## src/rtl/seg7_scan_decoder_if.sv

```systemverilog
// seg7_scan_decoder_if: scanned display bus in, decoded HH:MM frame out
interface seg7_scan_decoder_if;
  logic [6:0] seg_in;
  logic       dp_in;
  logic [3:0] sel_in;
  logic       invert_seg;
  logic       invert_sel;
  logic [3:0] min_u, min_d, hrs_u, hrs_d;
  logic [3:0] dp_out;
  logic       frame_valid;
  logic       range_err;
  logic       seg_err;
  logic       sel_err;
  logic       stalled;
  modport master (
    output seg_in, dp_in, sel_in, invert_seg, invert_sel,
    input  min_u, min_d, hrs_u, hrs_d, dp_out, frame_valid, range_err, seg_err, sel_err, stalled
  );
  modport slave (
    input  seg_in, dp_in, sel_in, invert_seg, invert_sel,
    output min_u, min_d, hrs_u, hrs_d, dp_out, frame_valid, range_err, seg_err, sel_err, stalled
  );
endinterface

```

## src/rtl/seg7_scan_decoder.sv

```systemverilog
// seg7_scan_decoder: decodes a scanned 7-seg HH:MM display back to BCD frames; SEG7_DEC_CONFIRM_EN publishes only twice-matching frames
module seg7_scan_decoder #(
  parameter int SETTLE_CYCLES  = 4,
  parameter int TIMEOUT_CYCLES = 256,
  parameter int CNT_W          = 16
) (
  input logic clk,
  input logic reset,
  seg7_scan_decoder_if.slave bus
);
  typedef enum logic [1:0] {IDLE, SETTLE, HELD} state_t;
  localparam logic [CNT_W-1:0] SET_LAST = CNT_W'(SETTLE_CYCLES - 1);
  localparam logic [CNT_W-1:0] TMO      = CNT_W'(TIMEOUT_CYCLES);
  state_t           state;
  logic [6:0]       seg_r;
  logic             dp_r;
  logic [3:0]       sel_r, sel_p;
  logic [CNT_W-1:0] cnt, stall_cnt;
  logic [3:0]       hold [4];
  logic [3:0]       hold_dp, seen;
  logic             full;
  logic [3:0]       dig;
  logic [1:0]       idx;
  logic             hot, chg, cap, bad, pub;
`ifdef SEG7_DEC_CONFIRM_EN
  logic [19:0]      frame, cand;
  logic             cand_ok;
`endif
  function automatic logic [3:0] decode(input logic [6:0] s);
    case (s)
      7'h3F:   return 4'h0;
      7'h06:   return 4'h1;
      7'h5B:   return 4'h2;
      7'h4F:   return 4'h3;
      7'h66:   return 4'h4;
      7'h6D:   return 4'h5;
      7'h7C:   return 4'h6;
      7'h07:   return 4'h7;
      7'h7F:   return 4'h8;
      7'h67:   return 4'h9;
      7'h00:   return 4'hF;
      default: return 4'hE;
    endcase
  endfunction
  always_comb begin
    dig = decode(seg_r);
    idx = sel_r[3] ? 2'd3 : sel_r[2] ? 2'd2 : sel_r[1] ? 2'd1 : 2'd0;
    hot = $onehot(sel_r);
    chg = sel_r != sel_p;
    cap = state == SETTLE && !chg && cnt >= SET_LAST;
    bad = hold[0] > 4'd9 || hold[1] > 4'd5 || hold[2] > 4'd9 || hold[3] > 4'd2 ||
          (hold[3] == 4'd2 && hold[2] > 4'd3);
`ifdef SEG7_DEC_CONFIRM_EN
    frame = {hold[3], hold[2], hold[1], hold[0], hold_dp};
    pub   = full && cand_ok && cand == frame;
`else
    pub   = full;
`endif
  end
  always_ff @(posedge clk)
    if (reset) begin
      seg_r <= '0;
      dp_r  <= 1'b0;
      sel_r <= '0;
      sel_p <= '0;
    end else begin
      seg_r <= bus.invert_seg ? ~bus.seg_in : bus.seg_in;
      dp_r  <= bus.dp_in ^ bus.invert_seg;
      sel_r <= bus.invert_sel ? ~bus.sel_in : bus.sel_in;
      sel_p <= sel_r;
    end
  always_ff @(posedge clk)
    if (reset) begin
      state <= IDLE;
      cnt   <= '0;
    end else if (state != IDLE && chg) begin
      state <= hot ? SETTLE : IDLE;
      cnt   <= hot ? CNT_W'(1) : '0;
    end else if (state == IDLE && hot) begin
      state <= SETTLE;
      cnt   <= CNT_W'(1);
    end else if (cap)
      state <= HELD;
    else if (state == SETTLE)
      cnt <= cnt + 1'b1;
  always_ff @(posedge clk)
    if (reset) begin
      stall_cnt   <= '0;
      bus.sel_err <= 1'b0;
    end else begin
      stall_cnt   <= chg ? '0 : stall_cnt == TMO ? stall_cnt : stall_cnt + 1'b1;
      bus.sel_err <= chg && !hot && sel_r != 4'd0;
    end
  assign bus.stalled = stall_cnt == TMO;
  always_ff @(posedge clk)
    if (reset) begin
      hold            <= '{default: 4'hF};
      hold_dp         <= '0;
      seen            <= '0;
      full            <= 1'b0;
      bus.seg_err     <= 1'b0;
      bus.frame_valid <= 1'b0;
      bus.range_err   <= 1'b0;
      bus.min_u       <= 4'hF;
      bus.min_d       <= 4'hF;
      bus.hrs_u       <= 4'hF;
      bus.hrs_d       <= 4'hF;
      bus.dp_out      <= '0;
    end else begin
      bus.seg_err     <= cap && dig == 4'hE;
      full            <= cap && (seen | (4'b1 << idx)) == 4'hF;
      bus.frame_valid <= pub;
      if (cap) begin
        hold[idx]    <= dig;
        hold_dp[idx] <= dp_r;
        seen         <= seen | (4'b1 << idx);
      end
      if (full) seen <= '0;
      if (pub) begin
        bus.min_u     <= hold[0];
        bus.min_d     <= hold[1];
        bus.hrs_u     <= hold[2];
        bus.hrs_d     <= hold[3];
        bus.dp_out    <= hold_dp;
        bus.range_err <= bad;
      end
    end
`ifdef SEG7_DEC_CONFIRM_EN
  always_ff @(posedge clk)
    if (reset) begin
      cand    <= '0;
      cand_ok <= 1'b0;
    end else if (full) begin
      cand    <= frame;
      cand_ok <= 1'b1;
    end
`endif
endmodule
```

## src/flat_wrapper.sv

```systemverilog
// flat-port wrapper written by rule: the top's interface ports become plain ports
module seg7_scan_decoder_flat 
#(
  parameter int SETTLE_CYCLES  = 4,
  parameter int TIMEOUT_CYCLES = 256,
  parameter int CNT_W          = 16
)
  (clk, reset, bus_seg_in, bus_dp_in, bus_sel_in, bus_invert_seg, bus_invert_sel, bus_min_u, bus_min_d, bus_hrs_u, bus_hrs_d, bus_dp_out, bus_frame_valid, bus_range_err, bus_seg_err, bus_sel_err, bus_stalled);
  seg7_scan_decoder_if bus_i ();
  input logic clk;
  input logic reset;
  input wire logic [$bits(bus_i.seg_in)-1:0] bus_seg_in;
  input wire logic [$bits(bus_i.dp_in)-1:0] bus_dp_in;
  input wire logic [$bits(bus_i.sel_in)-1:0] bus_sel_in;
  input wire logic [$bits(bus_i.invert_seg)-1:0] bus_invert_seg;
  input wire logic [$bits(bus_i.invert_sel)-1:0] bus_invert_sel;
  output wire logic [$bits(bus_i.min_u)-1:0] bus_min_u;
  output wire logic [$bits(bus_i.min_d)-1:0] bus_min_d;
  output wire logic [$bits(bus_i.hrs_u)-1:0] bus_hrs_u;
  output wire logic [$bits(bus_i.hrs_d)-1:0] bus_hrs_d;
  output wire logic [$bits(bus_i.dp_out)-1:0] bus_dp_out;
  output wire logic [$bits(bus_i.frame_valid)-1:0] bus_frame_valid;
  output wire logic [$bits(bus_i.range_err)-1:0] bus_range_err;
  output wire logic [$bits(bus_i.seg_err)-1:0] bus_seg_err;
  output wire logic [$bits(bus_i.sel_err)-1:0] bus_sel_err;
  output wire logic [$bits(bus_i.stalled)-1:0] bus_stalled;
  assign bus_i.seg_in = bus_seg_in;
  assign bus_i.dp_in = bus_dp_in;
  assign bus_i.sel_in = bus_sel_in;
  assign bus_i.invert_seg = bus_invert_seg;
  assign bus_i.invert_sel = bus_invert_sel;
  assign bus_min_u = bus_i.min_u;
  assign bus_min_d = bus_i.min_d;
  assign bus_hrs_u = bus_i.hrs_u;
  assign bus_hrs_d = bus_i.hrs_d;
  assign bus_dp_out = bus_i.dp_out;
  assign bus_frame_valid = bus_i.frame_valid;
  assign bus_range_err = bus_i.range_err;
  assign bus_seg_err = bus_i.seg_err;
  assign bus_sel_err = bus_i.sel_err;
  assign bus_stalled = bus_i.stalled;
  seg7_scan_decoder #(.SETTLE_CYCLES(SETTLE_CYCLES), .TIMEOUT_CYCLES(TIMEOUT_CYCLES), .CNT_W(CNT_W)) u_core (.clk(clk), .reset(reset), .bus(bus_i));
endmodule
```

## config.mk

```make
export PLATFORM = sky130hd
export DESIGN_NAME = seg7_scan_decoder_flat
export DESIGN_NICKNAME = d
export VERILOG_FILES = /design/src/rtl/seg7_scan_decoder_if.sv /design/src/rtl/seg7_scan_decoder.sv /design/src/flat_wrapper.sv
export SDC_FILE = /design/constraint.sdc
export NUM_CORES = 1
export LEC_CHECK = 0
export CORE_MARGIN = 1.5
export CORE_UTILIZATION = 61
export CTS_CLUSTER_SIZE = 12
export DETAILED_ROUTE_END_ITERATION = 10
export MAX_ROUTING_LAYER = met4
export PLACE_DENSITY = 0.9
export REMOVE_ABC_BUFFERS = 1
export SKIP_CTS_REPAIR_TIMING = 1
export SLEW_MARGIN = 25
export SYNTH_ARGS = -nofsm -noshare
export SYNTH_HDL_FRONTEND = slang
export SYNTH_SLANG_ARGS = --single-unit
```

## constraint.sdc

```tcl
create_clock -name clk -period 3.9 [get_ports clk]
set_input_delay 0.78 -clock clk [delete_from_list [all_inputs] [get_ports clk]]
set_output_delay 0.78 -clock clk [all_outputs]
set_load 0.05 [all_outputs]
```

==> qor.csv, run 1 <==
stage,metric,value,unit
cells_and_area,"most common cell after layout, fill and taps aside",dfxtp_1,
floorplan,Starting Density,0.637,
detailed_routing,Iter 0 DRT Violations,238,
cells_and_area,synth-to-layout area growth,14.2,%
setup_path,CP endpoint kind,output pin,
run_status,status,finished clean,
setup_path,Slowest cell on crit path,clkdlybuf4s50_1,
cells_and_area,fraction of final layout cells sized beyond drive strength 1,0.0772,
timing,Worst Max-Slew Pin Slew,881,ps
synth,Avg Synthesized Cell Area,9.33,µm²
pwr,power per cell area,376,nW/µm²
timing,fin worst setup slack,738,ps
placement,PortBufs,40,
cells_and_area,Reg area,1980,µm²
setup_path,CP Data Required Time,3120,ps
placement,gpl congestion,0.835,
setup_path,CP peak stage delay,800,ps
timing,Slew HR,0.410,
cells_and_area,Filler cells,497,
timing,final period utilization,0.811,
grt,GRT Util Overall,0.256,
setup_path,worst setup path class,reg2out,
synth,Mapped Area,4380,µm²
detailed_routing,Vias/cell,5.75,
setup_path,Crit Path Max Fanout,5,
grt,first-pass GRT wire length,15.0,mm
timing,RSZ-0062 raised after global routing,no,
placement,dpl cells,585,
detailed_routing,Detailed Route WL,8.79,mm
grt,largest net degree at the start of global routing,26,
setup_path,reg2reg path depth,8,
setup_path,CP Depth,6,
cells_and_area,"commonest non-fill, non-tap cells in the layout","dfxtp_1, nor2_1, clkdlybuf4s50_1",
run,maxcap violations,0,
cells_and_area,antenna cells,0,
timing,fmax,316,MHz
timing,fin. max-slew vios,0,
setup_path,reg2reg end,u_core.cnt[14],
clocking,clk_lat worst skew,360,ps
floorplan,Die Wd,87.7,µm
floorplan,I/O pin total,41,
setup_path,"reg-to-reg slack, setup",1230,ps
synth,Mapped Cells,469,
clocking,CTS tree,built,
timing,Layout Skew,13.7,ps
clocking,clk sinks,99,
setup_path,CP startpoint,u_core.stall_cnt[0],
pwr,power after layout,1.88,mW
setup_path,Worst Setup EP,bus_stalled,
synth,Cell variety after synth,63,
setup_path,CP bufs+invs,3,
clocking,Num CTS Buffers,9,
cells_and_area,Multi-input gate area,2240,µm²
worst_hold_path,worst hold path class,reg2reg,
timing,hold slack,477,ps
grt,antenna violations before repair,0,
setup_path,"Largest delay share family, worst path",buffers and inverters,
placement,pre-CTS setup slack,1160,ps
cells_and_area,Layout Nets,526,
pwr,Lkg Pwr,1.84,nW
timing,Final Setup Violations,0,
detailed_routing,Via Count,3454,
timing,Fin. Hold Viols,0,
floorplan,FP Rows,30,
synth,sequential area share after synthesis,0.453,
grt,vias in the first global route,3285,
clocking,H-tree depth,3,
synth,"FF+latch count, synth",99,
synth,Syn. warnings,0,
cells_and_area,fin cells,601,
grt,final global-route overflow total,0,
timing,setup TNS,0,ps
setup_path,R2R Path Start,u_core.sel_r[2],
floorplan,die height,87.7,µm
setup_path,crit path DAT,2380,ps
floorplan,core area,6870,µm²
detailed_routing,antenna-violating nets left,0,
floorplan,full die area,7690,µm²
clocking,Clock Path Buffers,2,
synth,Post-synth top flop,dfxtp_1,
detailed_routing,wire length per cell,14.6,µm
setup_path,crit-path cells,inv_1 > ha_1 > nor4bb_1 > nand4_1 > inv_1 > clkdlybuf4s50_1,
synth,ys async rst share,0,
detailed_routing,DRT Pass-1 Iters,4,
pwr,peak supply drop,0.265,mV
timing,"Min Clock Period, post-route",3160,ps
placement,dpl hpwl,6.28,mm
setup_path,Worst path most repeated cell,inv_1,
synth,"EDFF count, synth",0,
clocking,Clock transition at path regs,100,ps
clocking,root buf cell,clkbuf_8,
detailed_routing,DRC violations left,0,
worst_hold_path,min-delay src,u_core.bus.hrs_u[3],
setup_path,startpoint types,flop,
## cells by family (layout without fill, tap and decap cells)
group | Yosys count | in the layout | share of synthesized area
compound gates | 64 | 64 | 0.118
mux | 29 | 29 | 0.0666
buf+inv | 34 | 70 | 0.0343
xor+xnor | 32 | 32 | 0.0641
fa+ha+maj | 10 | 10 | 0.0303
flops | 99 | 99 | 0.453
simple gates | 201 | 201 | 0.234
## sequential cells by signal (all words and copies together) (netlist names), 7 cells and up
register	cells
u_core.cnt	16
u_core.hold	16
u_core.seg_r	7
u_core.stall_cnt	16
## final cells by class
type / count / area share
multi-input combinational: 336 / 0.449
sequential: 99 / 0.397
timing repair buffer: 45 / 0.0877
clock buffer: 10 / 0.0276
tap: 96 / 0.0240
clock inverter: 6 / 0.00802
inverter: 9 / 0.00676
## power breakdown
group / internal (mW) / switching [mW]
logic: 0.0934 / 0.125
clock network: 0.249 / 0.340
registers: 1.03 / 0.0360
total: 1.37 / 0.501
## synth_stat cells (all sizes together) (2+ instances only)
cell type	count	share of area
clkbuf	11	0.0094
and3	11	0.016
a21oi	14	0.016
o21a	2	0.0034
nor4	8	0.013
nand3	32	0.037
nand2b	4	0.0057
nor3	11	0.015
xnor2	19	0.038
a21boi	2	0.0034
buf	14	0.017
or2	3	0.0043
mux2i	28	0.064
nor2b	2	0.0029
nand2	36	0.031
and2	11	0.016
or3	3	0.0054
a21o	2	0.0034
a311oi	2	0.0080
ha	9	0.026
or4bb	2	0.0051
nand4	3	0.0043
a31oi	6	0.0086
nor2	64	0.055
and4	3	0.0060
xor2	13	0.026
o32a	2	0.0077
o32ai	2	0.010
o21ai	14	0.016
o311ai	2	0.0040
nor4bb	3	0.0069
a41oi	4	0.0080
a211oi	2	0.0057
inv	9	0.0077
dfxtp	99	0.45
## worst register-to-register path: cells and delay by family, from the launching register on
kind                       cells  cell delay [ps]
buffers and inverters          1              110
DFF                            1              440
AOI/OAI and AO/OA              1              290
and+or+nand+nor                3              790
adders and majority gates      3              930
## how the worst min path moves through the flow
stage                                      to  slack, ps  depth (start not counted)
after floorplan             u_core.hold_dp[2]        430                          2
after global placement      u_core.hold_dp[2]        450                          2
after detailed placement  u_core.bus.hrs_u[3]        460                          2
after CTS                 u_core.bus.hrs_u[3]        480                          2
after global routing      u_core.bus.hrs_d[2]        500                          2
final                     u_core.bus.hrs_u[3]        480                          2
## per-layer routing
metal	global-route usage	routed length, µm
met5	-	0
met4	0.0880	133
met3	0.0500	401
met2	0.437	4490
met1	0.300	3760
## per-stage QoR
step,instance area (µm²),utilization
global route,4990,0.727
floorplan,4260,-
global placement,4820,0.701
finish,4990,0.727
detailed placement,4820,0.701
CTS,4990,0.727
Note: power is estimated with default switching activity, not from simulation.
==> inputs of run 2 (changes only) <==
--- a/config.mk
+++ b/config.mk
@@ -6,11 +6,11 @@
 export NUM_CORES = 1
 export LEC_CHECK = 0
 export CORE_MARGIN = 1.5
-export CORE_UTILIZATION = 61
+export CORE_UTILIZATION = 51
 export CTS_CLUSTER_SIZE = 12
 export DETAILED_ROUTE_END_ITERATION = 10
 export MAX_ROUTING_LAYER = met4
-export PLACE_DENSITY = 0.9
+export PLACE_DENSITY = 0.81
 export REMOVE_ABC_BUFFERS = 1
 export SKIP_CTS_REPAIR_TIMING = 1
 export SLEW_MARGIN = 25
==> constraint.sdc (replaced) <==
create_clock -name clk -period 2.6 [get_ports clk]
set_input_delay 0.52 -clock clk [delete_from_list [all_inputs] [get_ports clk]]
set_output_delay 0.52 -clock clk [all_outputs]
set_load 0.05 [all_outputs]
==> qor.csv, run 2 (same netlist as run 1, synthesis figures left out) <==
stage,metric,value,unit,change
floorplan,full die area,9140,µm²,+19%
cells_and_area,Filler cells,693,,+39%
timing,fin worst setup slack,152,ps,-587 ps
clocking,H-tree depth,3,,unchanged
timing,setup TNS,0,ps,unchanged
pwr,combinational power share,0.121,,+0.005
setup_path,startpoint types,flop,,
pwr,Net Sw Frac,0.271,,+0.00390
detailed_routing,DRC violations left,0,,unchanged
run,maxcap violations,0,,unchanged
detailed_routing,DRT Pass-1 Iters,4,,unchanged
detailed_routing,antenna-violating nets left,0,,unchanged
detailed_routing,Via Count,3420,,-0.98%
pwr,sequential power share,0.551,,-0.018
worst_hold_path,worst hold path class,reg2reg,,
clocking,Num CTS Buffers,9,,unchanged
timing,fmax,408,MHz,
setup_path,R2R Path Start,u_core.sel_r[2],,
placement,Post-DP Area,4860,µm²,+0.96%
placement,PortBufs,40,,unchanged
placement,dpl cells,599,,+2.4%
cells_and_area,fraction of final layout cells sized beyond drive strength 1,0.0941,,+0.0169
cells_and_area,Final Cell Area,5070,µm²,+1.5%
grt,first-pass GRT wire length,14.2,mm,-5.4%
grt,vias in the first global route,3205,,-2.4%
pwr,Lkg Pwr,1.88,nW,+1.7%
clocking,clk_lat worst skew,370,ps,about the same
detailed_routing,Vias/cell,5.56,,-3.2%
placement,gpl congestion,0.861,,+3.0%
cells_and_area,fin cells,615,,+2.3%
setup_path,reg2reg end,u_core.cnt[15],,
clocking,Clock transition at path regs,100,ps,about the same
floorplan,Starting Density,0.530,,-0.107
clocking,CTS tree,built,,
run_status,status,finished clean,,
pwr,power per cell area,573,nW/µm²,+53%
grt,antenna violations before repair,0,,unchanged
pwr,P_int,2.12,mW,+54%
grt,final global-route overflow total,0,,unchanged
placement,dpl hpwl,6.22,mm,-0.87%
floorplan,Die Wd,95.6,µm,+9.0%
detailed_routing,Iter 0 DRT Violations,153,,-36%
floorplan,die height,95.6,µm,+9.0%
pwr,peak supply drop,0.280,mV,+5.7%
placement,pre-CTS setup slack,130,ps,-1030 ps
cells_and_area,synth-to-layout area growth,15.8,%,
cells_and_area,Regs by FF count,"u_core.cnt (16), u_core.hold (16), u_core.stall_cnt (16)",,
timing,final period utilization,0.942,,
timing,Fin. Hold Viols,0,,unchanged
setup_path,"reg-to-reg slack, setup",150,ps,-1080 ps
clocking,root buf cell,clkbuf_8,,
detailed_routing,wire length per cell,14.2,µm,-3.2%
pwr,NetSw,788,µW,+57%
pwr,Clock power frac,0.328,,+0.014
cells_and_area,antenna cells,0,,unchanged
timing,RSZ-0062 raised after global routing,no,,
setup_path,CP endpoint kind,flop,,
timing,"Min Clock Period, post-route",2450,ps,
floorplan,I/O pin total,41,,unchanged
setup_path,crit path DAT,2710,ps,+330 ps
grt,GRT Util Overall,0.204,,-0.0513
timing,Worst Max-Slew Pin Slew,589,ps,-292 ps
cells_and_area,Layout Nets,531,,+0.95%
timing,Slew HR,0.607,,+0.197
detailed_routing,Detailed Route WL,8.70,mm,-0.93%
setup_path,Crit Path Max Fanout,5,,unchanged
worst_hold_path,Worst Hold End,u_core.bus.min_u[1],,
floorplan,FP Rows,33,,+10%
setup_path,CP Data Required Time,2860,ps,-260 ps
clocking,Clock Path Buffers,2,,unchanged
clocking,clk sinks,99,,unchanged
setup_path,reg2reg path depth,9,,+1
grt,largest net degree at the start of global routing,26,,unchanged
setup_path,CP startpoint,u_core.sel_r[2],,
setup_path,worst setup path class,reg2reg,,
worst_hold_path,Hold Path Cell Cnt,2,,unchanged
timing,Final Setup Violations,0,,unchanged
cells_and_area,"commonest non-fill, non-tap cells in the layout","dfxtp_1, nor2_1, clkdlybuf4s50_1",,
timing,fin. max-slew vios,0,,unchanged
floorplan,core area,8260,µm²,+20%
worst_hold_path,min-delay src,u_core.bus.min_u[1],,
pwr,power after layout,2.90,mW,+55%
timing,Layout Skew,14.4,ps,+0.701 ps
cells_and_area,"most common cell after layout, fill and taps aside",dfxtp_1,,
## run 2: power by group through the flow
stage	clock network (mW)	registers [mW]	logic, mW
floorplan	0	1.63	0.213
global placement	0	1.63	0.327
detailed placement	0	1.64	0.342
CTS	0.968	1.60	0.344
global route	1.03	1.61	0.381
finish	0.954	1.60	0.351
## run 2: cell type report
class                   count  area, µm²  area share
multi-input cells         336       2250       0.445
clock buffers              11        151      0.0299
clock inverters             5       43.8     0.00864
well taps                 105        131      0.0259
flip-flops and latches     99       1980       0.391
inverters                   9       33.8     0.00667
repair buffers             50        473      0.0933
## run 2: worst max-delay path, stage by stage, from the launching register on
cell	delay, ps
dfxtp_1	430
inv_1	110
ha_1	320
ha_1	200
fa_1	500
nor3b_2	50
or2_2	300
and2_1	160
a41oi_1	210
nor2_1	60
## run 2: how the worst max path moves through the flow
stage,cells past startpoint,slack (ps),endpoint
after floorplan,8,290,u_core.cnt[12]
after global placement,9,300,u_core.cnt[15]
after detailed placement,8,130,u_core.cnt[10]
after CTS,8,100,u_core.cnt[10]
after global routing,9,20,u_core.cnt[15]
final,9,150,u_core.cnt[15]
## run 2: through the flow
step | util | hold WS (ps)
after floorplan | - | 430
after global placement | 0.589 | 448
after detailed placement | 0.589 | 458
after CTS | 0.613 | 478
after global routing | 0.614 | 507
final | 0.614 | 475
## run 2: routing by layer
metal / share of wire / GRT usage / vias up
met5: 0 / - / -
met4: 0.015 / 0.0858 / 0
met3: 0.054 / 0.0455 / 11
met2: 0.48 / 0.333 / 89
met1: 0.45 / 0.242 / 1598
li1: - / - / 1722
